[src/rtl/cpu_dbg_pkg.sv]
// Shared types for the pipeline trace buffer: FSM encoding, trace entry layout, readout word count.
// TRACE_STALL_CNT_EN adds a 16-bit stall counter field to every entry (3 readout words instead of 2).
package cpu_dbg_pkg;

  typedef enum logic [1:0] {
    ST_IDLE    = 2'd0,
    ST_ARMED   = 2'd1,
    ST_CAPTURE = 2'd2,
    ST_DONE    = 2'd3
  } trace_state_t;

`ifdef TRACE_STALL_CNT_EN
  localparam int WORDS_PER_ENTRY = 3;

  typedef struct packed {
    logic [31:0] pc;
    logic [31:0] inst;
    logic [15:0] stall_cnt;
  } trace_entry_t;
`else
  localparam int WORDS_PER_ENTRY = 2;

  typedef struct packed {
    logic [31:0] pc;
    logic [31:0] inst;
  } trace_entry_t;
`endif

  // Word selector is wide enough for the 3-word layout in both builds.
  localparam int WSEL_W = 2;
  localparam logic [WSEL_W-1:0] WSEL_LAST = WSEL_W'(WORDS_PER_ENTRY - 1);

endpackage

[src/rtl/trace_ram.sv]
// DEPTH x trace_entry_t register array: synchronous write, asynchronous read.
// Entry width follows TRACE_STALL_CNT_EN through trace_entry_t.
module trace_ram
  import cpu_dbg_pkg::*;
#(
  parameter int DEPTH = 16,
  parameter int PTR_W = $clog2(DEPTH)
) (
  input  logic             clk,
  input  logic             we,
  input  logic [PTR_W-1:0] waddr,
  input  trace_entry_t     wdata,
  input  logic [PTR_W-1:0] raddr,
  output trace_entry_t     rdata
);

  trace_entry_t mem [DEPTH];

  always_ff @(posedge clk) begin
    if (we) mem[waddr] <= wdata;
  end

  assign rdata = mem[raddr];

endmodule

[src/rtl/pipeline_trace_buffer.sv]
// Records non-stalled {PC, if_Inst} pairs from the CPU into a trace RAM, then streams them out.
// TRACE_STALL_CNT_EN: each entry also carries the number of stalled CAPTURE cycles before it.
module pipeline_trace_buffer
  import cpu_dbg_pkg::*;
#(
  parameter  int DEPTH = 16,
  localparam int PTR_W = $clog2(DEPTH)
) (
  input  logic             Clock,
  input  logic             Reset,
  input  logic             arm,
  input  logic             stop,
  input  logic             trig_en,
  input  logic [31:0]      trig_pc,
  input  logic [31:0]      PC,
  input  logic [31:0]      if_Inst,
  input  logic             stall,
  output logic [31:0]      rd_data,
  output logic             rd_valid,
  input  logic             rd_ready,
  output logic [1:0]       state,
  output logic [PTR_W:0]   count
);

  trace_state_t      state_q, state_n;
  logic [PTR_W-1:0]  wptr_q, wptr_n, rptr_q, rptr_n;
  logic [PTR_W:0]    count_q, count_n;
  logic [WSEL_W-1:0] wsel_q, wsel_n;
  logic              we;
  logic              trig_hit;
  trace_entry_t      wentry, rentry;

  // Readout handshake: a word transfers on any edge where rd_valid && rd_ready; rd_valid
  // never depends on rd_ready, and rd_data is held stable until the transfer happens.
  assign rd_valid = (state_q == ST_DONE) && (count_q != '0);
  assign trig_hit = !stall && (PC == trig_pc);
  assign state    = state_q;
  assign count    = count_q;

  always_comb begin
    state_n = state_q;
    wptr_n  = wptr_q;
    rptr_n  = rptr_q;
    count_n = count_q;
    wsel_n  = wsel_q;
    we      = 1'b0;
    if (arm) begin
      state_n = trig_en ? ST_ARMED : ST_CAPTURE;
      wptr_n  = '0;
      rptr_n  = '0;
      count_n = '0;
      wsel_n  = '0;
    end else begin
      case (state_q)
        ST_ARMED: begin
          if (stop) begin
            state_n = ST_DONE;
          end else if (trig_hit) begin
            we      = 1'b1;
            state_n = ST_CAPTURE;
          end
        end
        ST_CAPTURE: begin
          we = !stall;
          if (stop) state_n = ST_DONE;
        end
        ST_DONE: begin
          if (rd_valid && rd_ready) begin
            if (wsel_q == WSEL_LAST) begin
              wsel_n  = '0;
              rptr_n  = rptr_q + PTR_W'(1);
              count_n = count_q - (PTR_W+1)'(1);
            end else begin
              wsel_n = wsel_q + WSEL_W'(1);
            end
          end
        end
        default: ;
      endcase
      // The write that fills the buffer closes the session on the same edge.
      if (we) begin
        wptr_n  = wptr_q + PTR_W'(1);
        count_n = count_q + (PTR_W+1)'(1);
        if (count_q == (PTR_W+1)'(DEPTH - 1)) state_n = ST_DONE;
      end
    end
  end

  always_ff @(posedge Clock) begin
    if (Reset) begin
      state_q <= ST_IDLE;
      wptr_q  <= '0;
      rptr_q  <= '0;
      count_q <= '0;
      wsel_q  <= '0;
    end else begin
      state_q <= state_n;
      wptr_q  <= wptr_n;
      rptr_q  <= rptr_n;
      count_q <= count_n;
      wsel_q  <= wsel_n;
    end
  end

`ifdef TRACE_STALL_CNT_EN
  logic [15:0] stall_cnt;

  // The value written is the count accumulated so far; the counter restarts in the write cycle.
  always_ff @(posedge Clock) begin
    if (Reset || arm) begin
      stall_cnt <= '0;
    end else if (we) begin
      stall_cnt <= '0;
    end else if ((state_q == ST_CAPTURE) && stall && (stall_cnt != 16'hFFFF)) begin
      stall_cnt <= stall_cnt + 16'd1;
    end
  end

  assign wentry = '{pc: PC, inst: if_Inst, stall_cnt: stall_cnt};
`else
  assign wentry = '{pc: PC, inst: if_Inst};
`endif

  trace_ram #(.DEPTH(DEPTH), .PTR_W(PTR_W)) u_ram (
    .clk   (Clock),
    .we    (we),
    .waddr (wptr_q),
    .wdata (wentry),
    .raddr (rptr_q),
    .rdata (rentry)
  );

  always_comb begin
    rd_data = '0;
    if (rd_valid) begin
      case (wsel_q)
        2'd0:    rd_data = rentry.pc;
        2'd1:    rd_data = rentry.inst;
`ifdef TRACE_STALL_CNT_EN
        2'd2:    rd_data = {16'h0, rentry.stall_cnt};
`endif
        default: rd_data = '0;
      endcase
    end
  end

endmodule

[config.mk]
export PLATFORM = sky130hd
export DESIGN_NAME = pipeline_trace_buffer
export DESIGN_NICKNAME = d
export VERILOG_FILES = /design/src/rtl/cpu_dbg_pkg.sv /design/src/rtl/trace_ram.sv /design/src/rtl/pipeline_trace_buffer.sv
export SDC_FILE = /design/constraint.sdc
export NUM_CORES = 1
export LEC_CHECK = 0
export CELL_PAD_IN_SITES_DETAIL_PLACEMENT = 0
export CELL_PAD_IN_SITES_GLOBAL_PLACEMENT = 2
export CORE_AREA = 2 2 296 269
export DETAILED_ROUTE_END_ITERATION = 7
export DIE_AREA = 0 0 298 271
export PLACE_DENSITY = 0.95
export SLEW_MARGIN = 20
export SYNTH_ARGS = -nofsm -noshare
export SYNTH_HDL_FRONTEND = slang
export SYNTH_HIERARCHICAL = 1
export SYNTH_SLANG_ARGS = --single-unit
[constraint.sdc]
create_clock -name Clock -period 18.9 [get_ports Clock]
set_clock_uncertainty 0.05 [all_clocks]
set_input_delay 3.78 -clock Clock [delete_from_list [all_inputs] [get_ports Clock]]
set_output_delay 3.78 -clock Clock [all_outputs]
set_load 0.01 [all_outputs]
==> results.cfg, run 1 <==
[status]
status = completed

[die]
start_util = 0.5178
fp.dieW_um = 298
row_count = 97
core-area_mm2 = 0.07743
dieArea_mm2 = 0.08076
die_y_um = 271
ios = 143

[route]
drtPass1Iterations = 5
vias = 19651
drtIter0Drc = 2162
wl_mm = 92.91
ant_nets = 0
via_per_inst = 6.313
drc_errors = 0
detail_route.wl_per_cell_um = 29.85

[cts]
clkTransAtPathRegs_ns = 0.06
cts.sinks = 1041
cts-resized-gates = 0
clk_latency_ns = 0.65
htreeDepth = 3
cts_hold_buf = 0
cts_buffers = 98
cts_setup_buffers = 0
clockBufferDepth = 3
cts-root-buf = clkbuf_16
cts_tree = built

[power]
fin_total_pwr_w = 0.004531
p_per_area_mw_per_mm2 = 98.69
ir_drop_v = 0.00007587
p_leak_nw = 13.88

[yosys]
ys_seq_elements = 1041
async_flop_share = 0
syn_nets = 1919
syn_inst = 1807
yosysWarningCount = 6
ys_types = 45
syn_area_mm2 = 0.04009
yosysSeqAreaShare = 0.7755
synth_edf_count = 1024
ys.flop_type = edfxtp_1
post_synth.cell_area_avg_um2 = 22.19

[placed_design]
gp_congestion = 0.7339
hpwl_mm = 48.99
port_buffers = 142

[sta]
fmax_mhz = 111.7
finalCritPeriodShare = 0.4738
rsz0062_at_grt = false
final-max-slew-violation-count = 0
setup_viol = 0
hold_viol_final = 0
fin_crit_ns = 8.955
slew_headroom = 0.2403
tns_ns = 0
tightest_slew_ns = 1.140

[critical_path]
setup.worst_path.end_class = output port
worstPathRequired_ns = 15.07
cp-start-kind = flop
critical-path-max-stage-delay_ns = 0.92
arrival_ns = 5.13
crit_type = flop to output port
r2r_slack_ns = 14.68
crit_chain = buf_6, buf_12, mux4_2, a22oi_1, nand2_1, mux2i_1, nor2_1, clkdlybuf4s50_1
cp_slowest_cell = dfxtp_4
critPathMaxFanout = 118

[job]
drv_cap = 0

[global_routing]
antenna_found_initial = 2
overflow = 0
grt_pass1_wl_mm = 136.5
grt_pass1_vias = 20198
grt_use_total = 0.2317
grt_max_degree = 119

[finish]
fin_nets = 2104
final_common_cell = edfxtp_1
fill_cells = 5328
layout_common_cells = edfxtp_1 (1024), mux4_2 (256), clkdlybuf4s50_1 (142)
area_growth_pct = 14.53
drive_above_1_share = 0.2220

[worst_hold_path]
min_path_type = flop to flop
-- report_power, final --
group          internal, W  switching [W]
logic            0.0000306      0.0000538
clock network      0.00110       0.000810
registers          0.00254     0.00000204
-- stage by stage --
stage	setup slack, ns	cells	util	hold WS [ns]	cell area [um^2]
floorplan	8.323	1807	-	0.4424	40090
global placement	9.634	2930	0.5520	0.4418	42740
detailed placement	9.490	2930	0.5520	0.4545	42740
CTS	9.490	3110	0.5925	0.4727	45880
global route	9.447	3112	0.5930	0.4770	45920
finish	9.945	3113	0.5930	0.4724	45920
-- state kept, by name, summed over array words and instances (netlist names) --
register,count
count,5
wsel_q,2
u_ram/mem,1024
wptr_q,4
state,2
rptr_q,4
-- cell families after synthesis --
group,share of synthesized area
DFF,0.7755
muxes,0.1535
and+or+nand+nor,0.01916
AOI/OAI and AO/OA,0.02753
buffers and inverters,0.01276
xor gates and xnor gates,0.008520
adders and majority gates,0.002996
-- critical path, delay by kind of cell, from the launching register on --
kind / cells / cell delay (ns)
simple gates: 2 / 0.25
compound gates: 1 / 0.25
flops: 1 / 0.92
mux: 2 / 0.97
buf+inv: 3 / 1.98
-- routing by layer --
| layer | share of wire | wire length (um) | up-vias | track usage |
|---|---|---|---|---|
| met1 | 0.38 | 35470 | 10373 | 0.3196 |
| met2 | 0.50 | 46320 | 1106 | 0.3780 |
| met4 | 0.028 | 2573 | 2 | 0.06678 |
| li1 | - | - | 8004 | - |
| met3 | 0.092 | 8542 | 166 | 0.04834 |
| met5 | 0.000086 | 8 | - | 0 |
-- cell usage after synthesis, types with 2 or more instances --
master / instances / area (um^2)
a211oi_1: 2 / 15.01
a21o_1: 2 / 15.01
a21oi_1: 7 / 35.03
a22oi_1: 128 / 960.9
and3_1: 2 / 12.51
buf_1: 16 / 60.06
buf_2: 13 / 65.06
buf_4: 6 / 45.04
buf_6: 14 / 157.7
clkbuf_1: 45 / 168.9
dfxtp_1: 17 / 340.3
edfxtp_1: 1024 / 30750
ha_1: 8 / 100.1
inv_1: 3 / 11.26
mux2i_1: 39 / 390.4
mux4_2: 256 / 5766
nand2_1: 80 / 300.3
nand2b_1: 4 / 25.02
nand3_1: 5 / 25.02
nand3b_1: 2 / 15.01
nand4_1: 5 / 31.28
nor2_1: 57 / 214.0
nor2b_1: 2 / 12.51
nor3_1: 5 / 25.02
nor4_1: 5 / 31.28
or3_1: 3 / 18.77
or4_1: 2 / 15.01
xnor2_1: 12 / 105.1
xor2_1: 27 / 236.5
-- final cells by class --
type                       count  area (um^2)  area share
sequential                  1041        31100      0.6773
multi-input combinational    668         8627      0.1879
clock buffer                 119         2636     0.05741
timing repair buffer         179         1739     0.03788
tap                         1039         1300     0.02831
clock inverter                61        496.7     0.01082
inverter                       4        15.01   0.0003270
antenna                        2        5.005   0.0001090
-- final timing paths --
| kind | start | end | cells after the start |
|---|---|---|---|
| min | wsel_q[0] | wsel_q[0] | 2 |
| max | rptr_q[0] | rd_data[5] | 8 |
| min reg2reg | wsel_q[0] | wsel_q[0] | 2 |
| max reg2reg | state[0] | u_ram/mem[3][4] | 9 |
Note: power is estimated with default switching activity, not from simulation.
==> inputs of run 2 (changes only) <==
Settings changed: CORE_AREA 2 2 296 269 to 2 2 305 277, DIE_AREA 0 0 298 271 to 0 0 307 279, PLACE_DENSITY 0.95 to 0.91.
Clock period 18.9 ns to 8.65 ns, I/O delays scaled along.
==> results.cfg, run 2 (synthesis gave the netlist of run 1 again) <==
[status]
status = completed

[finish]
fin_nets = 2105
top_register = u_ram/mem
largest_reg_flops = 1024
layout_common_cells = edfxtp_1 (1024), mux4_2 (256), clkdlybuf4s50_1 (142)
fin_util = 0.5613
area_growth_pct = 15.26
fill_cells = 5837
fin_area_mm2 = 0.04621
final_common_cell = edfxtp_1
drive_above_1_share = 0.2220

[route]
drtPass1Iterations = 7
detail_route.wl_per_cell_um = 29.06
drc_errors = 0
ant_nets = 0
via_per_inst = 6.158
vias = 19399
drtIter0Drc = 2226
wl_mm = 91.54

[global_routing]
grt_pass1_vias = 19917
overflow = 0
antenna_found_initial = 8
grt_max_degree = 76
grt_pass1_wl_mm = 134.3
grt_use_total = 0.2162

[placed_design]
place_area_mm2 = 0.04294
port_buffers = 142
hpwl_mm = 50.11
gp_congestion = 0.7558

[power]
p_per_area_mw_per_mm2 = 216.8
fin_total_pwr_w = 0.01002
ir_drop_v = 0.0001982
p_leak_nw = 13.93

[die]
fp.dieW_um = 307
start_util = 0.4870
die_y_um = 279
row_count = 100
ios = 143
dieArea_mm2 = 0.08565
core-area_mm2 = 0.08233

[cts]
cts-resized-gates = 0
htreeDepth = 3
clk_latency_ns = 0.66
cts-root-buf = clkbuf_16
clkTransAtPathRegs_ns = 0.06
cts_tree = built
cts_buffers = 102
clockBufferDepth = 3
cts_setup_buffers = 0
cts.sinks = 1041
cts_hold_buf = 0

[worst_hold_path]
min_path_cells = 2
min_path_type = flop to flop

[critical_path]
arrival_ns = 6.65
worstRegToRegCells = 9
cp-start-kind = input port
crit_type = input port to flop
worstPathRequired_ns = 8.92
setup.worst_path.end_class = flop
critPathMaxFanout = 38

[sta]
setup_viol = 0
timing.hold.ws_ns = 0.4464
fin_crit_ns = 6.375
hold_viol_final = 0
finalCritPeriodShare = 0.7370
final-max-slew-violation-count = 0
tns_ns = 0
rsz0062_at_grt = false
tightest_slew_ns = 1.125
fmax_mhz = 156.9
slew_headroom = 0.2503

[job]
drv_cap = 0
[run 2: changes by cell type in the layout (fill, tap and decap cells not counted), sizes merged]
cell    change
clkbuf     +10
clkinv      -4
buf         -3
inv         +3
bufinv      -1
[run 2: area by class of cell]
cell class	instances	area [um^2]	area share
Tap cell	1071	1340	0.02900
Inverter	4	15.01	0.0003249
Multi-Input combinational cell	668	8627	0.1867
Timing Repair Buffer	176	1864	0.04034
Antenna cell	2	5.005	0.0001083
Sequential cell	1041	31100	0.6730
Clock inverter	59	605.6	0.01311
Clock buffer	129	2654	0.05743
[run 2: worst max-delay path, cell delays in order]
cell and delay (ns):
clkdlybuf4s50_1 0.85, xor2_1 0.15, nor4_1 0.62, nand4_1 0.30, nor4_4 0.54, a22oi_2 0.31, nor2_1 0.30, or3b_2 0.61
nor2_4 0.80, buf_12 0.39
[run 2: metrics by stage]
step                cells  worst slack, ns
finish               3150            2.275
global route         3149            2.037
detailed placement   2960            1.568
floorplan            1807           0.1230
CTS                  3148            2.279
global placement     2960            1.749
[run 2: power by group]
group | internal (W) | leakage [nW] | switching, W
clock | 0.00241 | 1.58 | 0.00188
sequential | 0.00554 | 9.34 | 0.00000408
combinational | 0.0000668 | 3.01 | 0.000117
[run 2: per-layer routing]
| layer | global-route usage | vias up | routed length, um |
|---|---|---|---|
| met3 | 0.04296 | 136 | 7748 |
| li1 | - | 8007 | - |
| met1 | 0.3002 | 10338 | 36250 |
| met2 | 0.3547 | 910 | 45440 |
| met5 | 0 | - | 46 |
| met4 | 0.05616 | 8 | 2063 |
[run 2: path summary, 6_finish.rpt]
check / start / endpoint / slack [ns]
min: count[4] / count[4] / 0.45
max reg2reg: state[0] / u_ram/mem[2][60] / 4.79
min reg2reg: count[4] / count[4] / 0.45
max: PC[20] / u_ram/mem[2][60] / 2.28
==> inputs of run 3 (changes only) <==
Clock period 8.65 ns to 6.2 ns, I/O delays scaled along.
==> results.cfg, run 3 (synthesis gave the netlist of run 1 again) <==
[critical_path]
crit_chain = buf_12, buf_4, mux4_2, a22oi_1, nand2_1, mux2i_1, nor2_1, clkdlybuf4s50_1
arrival_ns = 3.98
path_delay_family = buffers and inverters
path_buf_inv = 3
critical-path-max-stage-delay_ns = 0.72
worstRegToRegCells = 9
cp-start-kind = flop
cp_slowest_cell = dfxtp_4
worstPathRequired_ns = 4.91
cp_num_cells = 8
setup.worst_path.end_class = output port
crit_type = flop to output port
critPathMaxFanout = 27

[route]
detail_route.wl_per_cell_um = 28.73
drc_errors = 0
vias = 19444
ant_nets = 0
wl_mm = 91.72
drtPass1Iterations = 7
via_per_inst = 6.090
drtIter0Drc = 2192

[finish]
drive_above_1_share = 0.2374
layout.cells.non_filler = 3193
top_register = u_ram/mem
largest_reg_flops = 1024
area_growth_pct = 16.43
fin_util = 0.5670
fill_cells = 5803
fin_area_mm2 = 0.04668
layout_common_cells = edfxtp_1 (1024), mux4_2 (256), clkdlybuf4s50_1 (142)
fin_nets = 2144
final_common_cell = edfxtp_1

[cts]
cts-resized-gates = 0
cts_buffers = 100
clockBufferDepth = 3
clk_latency_ns = 0.65
cts-root-buf = clkbuf_16
cts_tree = built
clkTransAtPathRegs_ns = 0.06
cts.sinks = 1041
htreeDepth = 3
cts_hold_buf = 0
cts_setup_buffers = 0

[power]
pwr-share-seq = 0.559
p_int_w = 0.01116
p_leak_nw = 14.15
ir_drop_v = 0.0002576
p_comb_frac = 0.019
pwr-share-clk = 0.422
p_sw_w = 0.002677
sw_frac_of_total = 0.1934
p_per_area_mw_per_mm2 = 296.5

[sta]
layout_setup_ws_ns = 0.9251
finalCritPeriodShare = 0.8508
hold_viol_final = 0
fmax_mhz = 189.6
tightest_slew_ns = 0.9598
slew_headroom = 0.3601
rsz0062_at_grt = false
fin_crit_ns = 5.275
final-max-slew-violation-count = 0
setup_viol = 0

[die]
dieArea_mm2 = 0.08565
ios = 143
row_count = 100
die_y_um = 279
core-area_mm2 = 0.08233
start_util = 0.4870
fp.dieW_um = 307

[placed_design]
dp_worst_setup_slack_ns = 0.4902
place_area_mm2 = 0.04350
gp_congestion = 0.7538
hpwl_mm = 52.08
port_buffers = 142
placed_cells = 3001

[global_routing]
grt_pass1_wl_mm = 134.8
grt_max_degree = 65
antenna_found_initial = 5
overflow = 0
grt_pass1_vias = 20209
grt_use_total = 0.2161

[worst_hold_path]
min_path_type = flop to flop
min_path_cells = 2

[status]
status = completed

[job]
drv_cap = 0
==> run 3: metrics by stage <==
stage                     setup TNS, ns  hold WS (ns)  total power (W)
final                                 0        0.4606          0.01384
after global routing                  0        0.4755          0.01421
after CTS                             0        0.4649          0.01393
after detailed placement              0        0.4479         0.008154
after global placement                0        0.4443         0.008139
after floorplan                  -19.78        0.4424         0.007948
==> run 3: area by class of cell <==
type                       instances  area, um^2  area share
tap                             1071        1340     0.02871
multi-input combinational        668        8652      0.1854
timing repair buffer             217        2397     0.05136
inverter                           4       15.01   0.0003217
antenna                            3       7.507   0.0001608
clock inverter                    66       515.5     0.01104
sequential                      1041       31100      0.6662
clock buffer                     123        2653     0.05683
==> run 3: path summary, 6_finish.rpt <==
check | from | to | slack (ns)
setup / recovery | rptr_q[0] | rd_data[10] | 0.93
hold / removal | count[4] | count[4] | 0.46
setup reg to reg | state[0] | u_ram/mem[0][2] | 2.87
hold reg to reg | count[4] | count[4] | 0.46
==> run 3: power groups by stage <==
stage                     registers, W  logic [W]  clock network [W]
after floorplan                0.00789  0.0000576                  0
after global placement         0.00789   0.000251                  0
after detailed placement       0.00789   0.000265                  0
after CTS                      0.00774   0.000266            0.00592
after global routing           0.00774   0.000288            0.00619
final                          0.00774   0.000264            0.00584
==> run 3: routing by layer <==
metal	track usage	part of all wire
met2	0.3514	0.49
met1	0.2963	0.40
met3	0.04349	0.075
met4	0.07067	0.032
met5	0	0.00014
==> run 3: tightest hold or removal path, cell delays in order (launching register included) <==
cell and delay (ns):
dfxtp_1 0.34, nand2_1 0.07, mux2i_1 0.05
==> RTL edit 1 (flow settings as in run 2) <==
`DEPTH` is set to 16 in 2 places; all go to 8.
--- a/src/rtl/trace_ram.sv
+++ b/src/rtl/trace_ram.sv
@@ -3,7 +3,7 @@
 module trace_ram
   import cpu_dbg_pkg::*;
 #(
-  parameter int DEPTH = 16,
+  parameter int DEPTH = 8,
   parameter int PTR_W = $clog2(DEPTH)
 ) (
   input  logic             clk,
--- a/src/rtl/pipeline_trace_buffer.sv
+++ b/src/rtl/pipeline_trace_buffer.sv
@@ -3,7 +3,7 @@
 module pipeline_trace_buffer
   import cpu_dbg_pkg::*;
 #(
-  parameter  int DEPTH = 16,
+  parameter  int DEPTH = 8,
   localparam int PTR_W = $clog2(DEPTH)
 ) (
   input  logic             Clock,
Ports: changed (resized count); port bits go from 143 to 142. The function was not compared with the original's and may differ.
==> RTL edit 1 against run 2 <==
  * Setup slack improved by 0.76 ns
  * Routed wire length down 47%
  * Sequential cell count decreased by 515
  * Sequential share of layout area decreased by 5.6 points
  * Total power decreased by 48%
  * Largest cell class unchanged
  * Synthesized area fell by 48%
  * Cell area shrank 45%
  * Critical endpoint is now u_ram/mem[2][19]
  * Fmax grew 13%
  * Cell count decreased by 29%
==> RTL edit 1: results <==
status:
  status: "completed"
final_layout:
  largest_register_ffs: 512
  drive_above_1_share_pct: 26.5
  instances_no_fill: 2241
  fillers: 7790
  fin_nets: 1241
clock_network:
  clkLatencyLatePin_ns: 0.58
  ctsResizeCount: 0
  cts_max_level: 2
  cts_buffers: 51
logic_synthesis:
  synth_edf_count: 512
  synth_area_leaders: "edfxtp_1 74%, mux4_2 14%, mux2_2 3.4%"
  synth_nets: 1070
  yosysSeqAreaShare_pct: 74.9
routing:
  wl_met3_um: 4380
  vias: 9909
  routedWlPerCell_um: 21.6
  drtIter0Drc: 824
  drt-pass1-iter-count: 5
  wl_met1_um: 20800
critical_path:
  crit_path_max_fanout: 24
  arrival_ns: 5.81
placed_design:
  gp_congestion: 0.733
  post-dp-hpwl_um: 31400
  post-place-ws_ns: 2.43
  portBuffers: 141
global_routing:
  grt.total_usage_pct: 11.2
  antenna_found_initial: 10
  grt_pass1_wl_um: 70900
  grt_pass1_vias: 10400
  grt_max_degree: 81
pwr:
  leakagePower_nw: 7.48
  ir_drop_mv: 0.147
==> RTL edit 1: worst max-delay path, stage by stage <==
cell and delay [ns]:
clkdlybuf4s50_1 0.58, xnor2_1 0.60, nand4_1 0.25, nor4_2 0.42, nand4_1 0.25, nand2b_2 0.21, inv_2 0.09, nor2_1 0.18
nand2b_1 0.26, nor2_4 0.71, buf_4 0.49
==> RTL edit 1: power by group <==
part | leakage, nW | switching [mW] | internal [mW]
logic | 1.95 | 0.0806 | 0.0632
registers | 4.72 | 0.00283 | 2.80
clock network | 0.816 | 0.940 | 1.31
==> RTL edit 1: logic make-up after synthesis <==
logic type / Yosys count / synth area share (%)
simple gates: 92 / 2.14
compound gates: 18 / 0.664
buf+inv: 53 / 1.42
flops: 526 / 74.9
fa+ha+maj: 8 / 0.515
xor+xnor: 35 / 1.47
mux: 227 / 18.9
==> RTL edit 1: metal layers <==
metal	vias to the layer above	track usage, %
li1	4320	-
met1	5172	15.0
met2	339	17.5
met3	60	4.12
met4	18	2.30
met5	-	0
==> RTL edit 1: worst paths after layout <==
check             slack [ns]          endpoint  startpoint  cells past startpoint
setup / recovery        3.03  u_ram/mem[2][19]      PC[11]                     11
hold reg to reg         0.44         wsel_q[1]   wsel_q[1]                      2
hold / removal          0.44         wsel_q[1]   wsel_q[1]                      2
setup reg to reg        4.60  u_ram/mem[2][19]    state[0]                     12
==> RTL edit 1: metrics by stage <==
step                      instance area (sq um)  total power [mW]  hold slack (ns)
after global routing                      25400              5.34            0.462
after global placement                    23600              2.99            0.416
final                                     25400              5.19            0.444
after detailed placement                  23700              3.00            0.431
after CTS                                 25400              5.23            0.441
after floorplan                           20900              2.89            0.391
==> RTL edit 1: layout make-up <==
cell class                 instances  area share, %
sequential                       526           61.7
multi-input combinational        380           19.7
timing repair buffer             161           6.38
tap                             1071           5.28
clock buffer                      61           5.18
clock inverter                    32           1.55
inverter                          10          0.148
==> RTL edit 2 (flow settings as in run 2) <==
Made on the original files. Compare `count_q` against `(PTR_W+1)'(DEPTH - 1)` with >= in place of ==.
--- a/src/rtl/pipeline_trace_buffer.sv
+++ b/src/rtl/pipeline_trace_buffer.sv
@@ -81,7 +81,7 @@
       if (we) begin
         wptr_n  = wptr_q + PTR_W'(1);
         count_n = count_q + (PTR_W+1)'(1);
-        if (count_q == (PTR_W+1)'(DEPTH - 1)) state_n = ST_DONE;
+        if (count_q >= (PTR_W+1)'(DEPTH - 1)) state_n = ST_DONE;
       end
     end
   end
Behaviour: no difference found for any inputs over 4 cycles, from zero or initial values and one cycle with Reset high; that may be too few to reach the edited logic, so the function may still have changed.
==> RTL edit 2 against run 2 <==
  * Synthesized area is essentially flat
  * Cell area is 0.19% lower
  * Sequential cell count unchanged
  * Fmax decreased by 0.44%
  * Setup slack got worse by 0.028 ns
  * Clock power shrank 3%
  * Total power down 1.5%
  * Die area unchanged
  * Routed wire length grew 2.1%
  * Register-to-register slack got worse by 1.2 ns
  * Global-route usage up 0.41 points
  * Hold slack better by 0.0082 ns
  * First-iteration DRC count fell by 3.1%
  * Largest power group unchanged
  * Highest routed layer unchanged
==> RTL edit 2: results <==
status:
  status: "completed"
pwr:
  ir_drop_mv: 0.169
  leakagePower_nw: 13.9
min_path:
  hold_depth: 1
  hold_path_end: "wsel_q[1]"
  hp-start: "wsel_q[1]"
logic_synthesis:
  ys_top_cells_by_count: "1,024 x edfxtp_1, 256 x mux4_2, 129 x a22oi_1"
  synthDistinctLibCells: 46
  yosysSeqAreaShare_pct: 77.5
  synth_area_leaders: "edfxtp_1 77%, mux4_2 14%, a22oi_1 2.4%"
global_routing:
  grt.total_usage_pct: 22.0
  grt_pass1_wl_um: 135000
  grt_max_degree: 111
  grt_pass1_vias: 19800
  antenna_found_initial: 7
routing:
  routed_wirelength_um: 93400
  vias: 19400
  drtIter0Drc: 2156
critical_path:
  crit_path_max_fanout: 25
  critPathMaxStageDelay_ns: 0.80
  arrival_ns: 6.66
  r2r_slack_ns: 3.55
  reg2regPathDepth: 11
final_layout:
  fin_nets: 2119
  drive_above_1_share_pct: 22.1
  fillers: 5925
sta:
  whs_ns: 0.455
  relSlewSlack_pct: 31.0
placed_design:
  gp_congestion: 0.815
  post-dp-hpwl_um: 53600
  post_dp_cell_area_sq_mm: 0.0430
clock_network:
  clkTransAtPathRegs_ns: 0.06
  clkLatencyLatePin_ns: 0.66
-- RTL edit 2: cell count changes in the layout (fill, tap and decap cells not counted), sizes merged, moves of 4 or more --
cell	delta
xnor2	-9
buf	+7
clkbuf	-13
nor2b	+7
clkinv	+5
mux2i	-4
-- RTL edit 2: worst reg2reg max path, stage by stage, from the launching register on --
cell	delay, ns
dfxtp_1	0.42
inv_1	0.10
ha_1	0.37
or3b_1	0.43
nor4_1	0.31
nand2_1	0.10
nor4_1	0.54
nor2_1	0.38
nor2_1	0.28
or3b_2	0.61
nor2_4	0.61
buf_4	0.52
-- RTL edit 2: logic make-up after synthesis --
kind of cell | share of synthesized area (%)
xor+xnor | 0.721
mux | 15.2
flops | 77.5
simple gates | 2.10
compound gates | 2.84
buf+inv | 1.29
fa+ha+maj | 0.299
-- RTL edit 2: worst max-delay path by stage --
stage,startpoint,endpoint,slack [ns],cells after the start
after detailed placement,PC[0],u_ram/mem[2][1],1.56,10
final,PC[0],u_ram/mem[2][26],2.25,10
after global placement,PC[0],u_ram/mem[2][1],1.66,10
after CTS,rptr_q[0],rd_data[19],2.27,8
after global routing,PC[0],u_ram/mem[3][1],1.92,10
after floorplan,PC[31],u_ram/mem[4][0],0.20,8
-- RTL edit 2: final cells by class --
type	count	area (sq um)	share of cell area [%]
antenna	1	2.50	0.00543
tap	1071	1340	2.91
multi-input combinational	677	8650	18.8
sequential	1041	31100	67.4
clock inverter	63	553	1.20
clock buffer	116	2540	5.51
timing repair buffer	183	1900	4.13
inverter	8	30.0	0.0651
-- RTL edit 2: report_power, final --
part           internal, mW  leakage [nW]  switching [mW]
Sequential             5.54          9.34         0.00263
Clock                  2.34          1.51            1.81
Combinational        0.0619          3.05           0.113
-- RTL edit 2: metrics by stage --
| step | util, % | setup WS, ns | cells | total power, mW |
|---|---|---|---|---|
| after floorplan | - | 0.196 | 1819 | 5.68 |
| after global placement | 52.3 | 1.66 | 2980 | 5.82 |
| after detailed placement | 52.3 | 1.56 | 2980 | 5.83 |
| after CTS | 56.0 | 2.27 | 3159 | 9.93 |
| after global routing | 56.0 | 1.92 | 3159 | 10.1 |
| final | 56.0 | 2.25 | 3160 | 9.87 |
-- RTL edit 2: routing by layer --
layer  wire (um)  global-route usage (%)  up-vias
li1            -                       -     8046
met1       36300                    30.2    10200
met2       44000                    33.8      945
met3       10800                    7.76      139
met4        2300                    6.14       10
met5          72                       0        -
